$ cat src/rtl/reg_scoreboard.sv
// Register scoreboard: per-register latency countdowns that drive the decode stall and busy mask.
// Optional bypass build: define SCOREBOARD_FWD_EN so a source with count 1 no longer stalls.
module reg_scoreboard #(
    parameter int unsigned NREG = 8,
    parameter int unsigned AW   = 3,
    parameter int unsigned CW   = 3
) (
    input  logic            clk,
    input  logic            reset,
    input  logic            flush_decode,
    input  logic            issue_valid,
    input  logic [AW-1:0]   issue_dst,
    input  logic [CW-1:0]   issue_cnt,
    input  logic [AW-1:0]   src_a,
    input  logic            src_a_use,
    input  logic [AW-1:0]   src_b,
    input  logic            src_b_use,
    input  logic            wb_valid,
    input  logic [AW-1:0]   wb_dst,
    output logic            stall,
    output logic [NREG-1:0] busy_mask,
    output logic [CW-1:0]   pend_a
);

    logic [CW-1:0] cnt_q [NREG];
    logic [CW-1:0] cnt_d [NREG];
    logic          accept;

    // A source count that still blocks the dependent instruction.
    function automatic logic hazard(input logic [CW-1:0] c);
`ifdef SCOREBOARD_FWD_EN
        return c > CW'(1);
`else
        return c != '0;
`endif
    endfunction

    always_comb begin
        stall  = (src_a_use & hazard(cnt_q[src_a])) | (src_b_use & hazard(cnt_q[src_b]));
        accept = issue_valid & ~stall & ~flush_decode;
        pend_a = cnt_q[src_a];
    end

    // Issue load beats writeback release, which beats the saturating decrement.
    always_comb begin
        for (int r = 0; r < int'(NREG); r++) begin
            cnt_d[r] = cnt_q[r];
            if (accept && issue_dst == AW'(r)) begin
                cnt_d[r] = issue_cnt;
            end else if (wb_valid && wb_dst == AW'(r)) begin
                cnt_d[r] = '0;
            end else if (cnt_q[r] != '0) begin
                cnt_d[r] = cnt_q[r] - CW'(1);
            end
        end
    end

    always_comb begin
        for (int r = 0; r < int'(NREG); r++) begin
            busy_mask[r] = cnt_q[r] != '0;
        end
    end

    always_ff @(posedge clk or posedge reset) begin
        if (reset) begin
            for (int r = 0; r < int'(NREG); r++) begin
                cnt_q[r] <= '0;
            end
        end else begin
            for (int r = 0; r < int'(NREG); r++) begin
                cnt_q[r] <= cnt_d[r];
            end
        end
    end

endmodule

$ cat config.mk
export PLATFORM = sky130hd
export DESIGN_NAME = reg_scoreboard
export DESIGN_NICKNAME = d
export VERILOG_FILES = /design/src/rtl/reg_scoreboard.sv
export SDC_FILE = /design/constraint.sdc
export NUM_CORES = 1
export LEC_CHECK = 0
export ABC_AREA = 1
export CELL_PAD_IN_SITES_DETAIL_PLACEMENT = 1
export CELL_PAD_IN_SITES_GLOBAL_PLACEMENT = 1
export CORE_ASPECT_RATIO = 1.4
export CORE_MARGIN = 2
export CORE_UTILIZATION = 41
export DETAILED_ROUTE_END_ITERATION = 12
export PLACE_DENSITY_LB_ADDON = 0.1
export SLEW_MARGIN = 25
export SYNTH_ARGS = -nofsm -noshare
export SYNTH_HDL_FRONTEND = slang
export SYNTH_SLANG_ARGS = --single-unit
$ cat constraint.sdc
create_clock -name clk -period 3.1 [get_ports clk]
set_input_delay 0.62 -clock clk [delete_from_list [all_inputs] [get_ports clk]]
set_output_delay 0.62 -clock clk [all_outputs]
set_load 0.05 [all_outputs]
# Yosys cells after proc, flatten, opt, wreduce, memory -nomap -nowiden

Cells that the tools add are included.

Logic and storage cells: 107
Output and inout bits: 12
Input port bits: 22
Register bits after elaboration: 24

Bitwise gates (word level): 9
$add $sub $neg: 8
Order comparisons: 2
Eq/ne operators: 14
Multiplexer cells: 30
Reduce and logical (&&, ||, !) cells: 36

Operators with widths:

| kind                                                                | count |
|---|---|
| 3-bit two-way mux                                                   | 28 |
| 3-bit nonzero test                                                  | 18 |
| 3-bit == test (second input constant)                               | 8 |
| 3-bit by 1-bit subtractor with 3-bit output (second input constant) | 8 |
| 3-bit binary-select mux with 3-bit select                           | 2 |
| 1-bit logical AND                                                   | 16 |
| 3-bit by 2-bit == test with 1-bit output (second input constant)    | 4 |
| 4-bit greater-or-equal comparator (second input constant)           | 2 |
| 3-bit NOT with 4-bit output                                         | 2 |
| 3-bit by 1-bit == test with 1-bit output (second input constant)    | 2 |
| 3-bit logical NOT                                                   | 2 |
| 1-bit bitwise AND                                                   | 4 |
| 1-bit NOT                                                           | 2 |
| 1-bit OR                                                            | 1 |

# Logic depth before layout (Yosys ltp)

Depth in word-level cells: 12
Depth in mapped cells: 15
Gate-level depth less buffers: 13

# Worst setup path before layout

OpenSTA, ideal clock, no wires.

Kind: input to output
From: input src_b[0]
To: output stall
Required time: 2480 ps
Arrival: 1638 ps
Buffers on the path: 2
Stages on the path: 10
Path slack: 842 ps
Cells stage by stage: buf_2 nor2_1 nand3_1 nand2_1 nor2_1 nor2_1 nor2_1 a21oi_4 buf_4 inv_2

Cells in the longest elaborated chain, start to end: 7

RTL lines:

| what                                                 | line | text |
|---|---|---|
| start, declared                                      | 16   | `input logic [AW-1:0] src_b,` |
| 3-bit NOT with 4-bit output (implied by the code)    | 39   | `stall = (src_a_use & hazard(cnt_q[src_a])) \| (src_b_use & hazard(cnt_q[src_b]));` |
| 3-bit binary-select mux with 3-bit select            | 39   |  |
| 3-bit two-way mux (implied by the code) (2 in a row) | 39   |  |
| 3-bit nonzero test                                   | 34   | `return c != '0;` |
| 1-bit bitwise AND                                    | 39   |  |
| 1-bit OR                                             | 39   |  |
| end, declared                                        | 20   | `output logic stall,` |

No other way between the ends. The select of a mux whose other input is x is not followed.

# Worst setup path in the final report

Ends and elaborated chain as after synthesis.

==> out/qor.txt <==
Total Wirelength = 7.58 mm
crit path kind = in2out
top_reg_cell synth = dfrtp_1
Synth top area share = 0.251
wire length of the first global-routing pass = 12.4 mm
CTS root buf = clkbuf_8
Final setup viols = 0
CP max stage delay = 0.72 ns
Die W = 68.6 um
Final Hold Viols = 0
crit path from = src_b[0]
post-cts hold buffer count = 0
I/O Buffers = 33
core area = 5570 um2
max-cap violations = 0
Post-CTS Resized = 0
Seq/Total Area, Yosys = 0.251
Syn Std Cell Area = 2400 um2
Final ANT Viol Nets = 0
max FFs per register = 24
biggest regs = cnt_q x24
Pins Over Slew Limit = 0
I/O pin cnt = 34
Crit Path Max Fanout = 8
yosys synthesis warning count = 0
gpl congestion = 0.895
CTS Buf Count = 3
Post-CTS Setup Bufs = 0
r2r startpoint = cnt_q[15]
worst setup margin = 0.157 ns
full die area = 6480 um2
Rows = 32
#FFs+latches synth = 24
initial antenna violation count = 0
DP HPWL = 6.27 mm
syn_nets = 421
drt wl/cell = 15.7 um
Worst-path clk slew = 0.10 ns
Initial DRC Count = 72
CTS tree = yes
crit path DAT = 2.32 ns
Post-synth EDFFs = 0
Least-Margin Pin Slew = 0.612 ns
Critical-path top delay cell = clkdlybuf4s50_1
Ant. Diodes = 0
Tcrit/Tclk final = 0.949
setup_tns = 0 ns
largest net degree at the start of global routing = 25
outcome = complete, no violations
most instantiated library cell after synthesis = nand2_1
startpoint types = input port
ys async rst share = 1.00
Commonest cells post-synth = nand2_1 (103), inv_1 (57), nor2_1 (52)
Worst Min Path Start = cnt_q[23]
peak supply drop = 0.413 mV
fill count = 773
Non-Filler Instances = 484
total leakage power = 1.57 nW
CP required = 2.48 ns
vias after detailed routing = 2608
power density over the cells = 915 nW/um2
vias in the first global route = 2594
unrepaired setup endpoints after global routing = no
pre-CTS setup slack = 0.201 ns
Die Y = 94.5 um
Max clock buf depth = 2
Remaining Overflow, GRT = 0
worst skew pair latency = 0.28 ns
Syn Area/Cell = 6.26 um2
DR pass1 iterations = 4
most flop-heavy register = cnt_q
Post-Synthesis Cells = 383
dpl cells = 480
FMAX = 340 MHz
H-tree levels = 1
area leader, netlist = dfrtp_1
CP Capture Type = primary output
total global routing track utilization = 0.256
Worst Hold Class = reg2reg
layout cell share with drive strength beyond 1 = 0.0938
clk sinks = 24
distinct cell type count after synthesis = 27
Max-slew headroom = 0.592
Worst Skew = 0.00413 ns
Area contributors post-synth = dfrtp_1 (25%), nand2_1 (16%), nand3_1 (9.4%)
crit path time final = 2.94 ns
critical-path cell list = clkdlybuf4s50_1, nor2_1, nand2_1, nand3_1, nand3_1, nand2_1, nor2_1, a21oi_4, inv_2, buf_4
Final #Nets = 455
Area growth syn-to-layout = 19.6%
drt drc = 0
Initial Util = 0.431
vias per cell = 5.39
worst paths after layout:
path,to,slack (ns),cells past startpoint
setup / recovery,stall,0.16,10
hold / removal,cnt_q[23],0.55,2
setup reg to reg,cnt_q[12],1.11,13
hold reg to reg,cnt_q[23],0.55,2
max in group asynchronous,cnt_q[8],2.15,3
min in group asynchronous,cnt_q[13],0.69,3
cell families (layout without fill, tap and decap cells):
kind of cell	count (synthesis)	count (layout)	synth area share
buffers and inverters	78	111	0.134
XOR/XNOR	1	1	0.00366
AND/OR/NAND/NOR	234	234	0.458
flip-flops	24	24	0.251
adder cells (fa/ha/maj)	16	16	0.0836
AO/OA/AOI/OAI	30	30	0.0700
critical path: cells and delay by family:
kind / cells / cell delay (ns)
buf+inv: 3 / 0.95
simple gates: 6 / 0.68
compound gates: 1 / 0.06
per-layer routing:
metal	part of all wire	routed length, um	vias to the layer above	GRT usage
li1	-	-	1286	-
met1	0.41	3080	1263	0.295
met2	0.54	4130	45	0.479
met3	0.027	201	14	0.0238
met4	0.023	173	0	0.0767
met5	0	0	-	0
where the power goes:
part	internal, W	total [W]	leakage (nW)	switching, W
clock network	0.000114	0.000235	0.0288	0.000121
logic	0.000659	0.00179	1.26	0.00113
registers	0.000488	0.000598	0.282	0.000110
metrics by stage:
step                 util  hold slack (ns)  power (W)  area (um2)
floorplan               -            0.480    0.00189        2400
global placement    0.505            0.494    0.00234        2810
detailed placement  0.505            0.525    0.00241        2810
CTS                 0.515            0.549    0.00266        2870
global route        0.515            0.572    0.00293        2870
finish              0.515            0.547    0.00262        2870
layout make-up:
type | count | area, um2 | share of cell area
clock buffers | 4 | 55.1 | 0.0192
multi-input cells | 281 | 1480 | 0.515
inverters | 70 | 263 | 0.0917
repair buffers | 37 | 388 | 0.135
flip-flops and latches | 24 | 601 | 0.210
well taps | 68 | 85.1 | 0.0297
cell usage in the layout (no fill, tap or decap), types with 4 or more instances in the layout:
cell type / Yosys / final
ha_1: 16 / 16
inv_2: 13 / 13
o21ai_1: 7 / 7
o21ai_0: 5 / 5
inv_1: 57 / 57
nand2_1: 103 / 103
clkbuf_8: 0 / 4
nand4_2: 4 / 4
nand3_4: 5 / 5
a21oi_1: 15 / 15
dfrtp_1: 24 / 24
buf_4: 3 / 5
nand3_1: 45 / 45
clkdlybuf4s50_1: 0 / 29
nor2_1: 52 / 52
nand4_1: 16 / 16
Note: power is estimated with default switching activity, not from simulation.
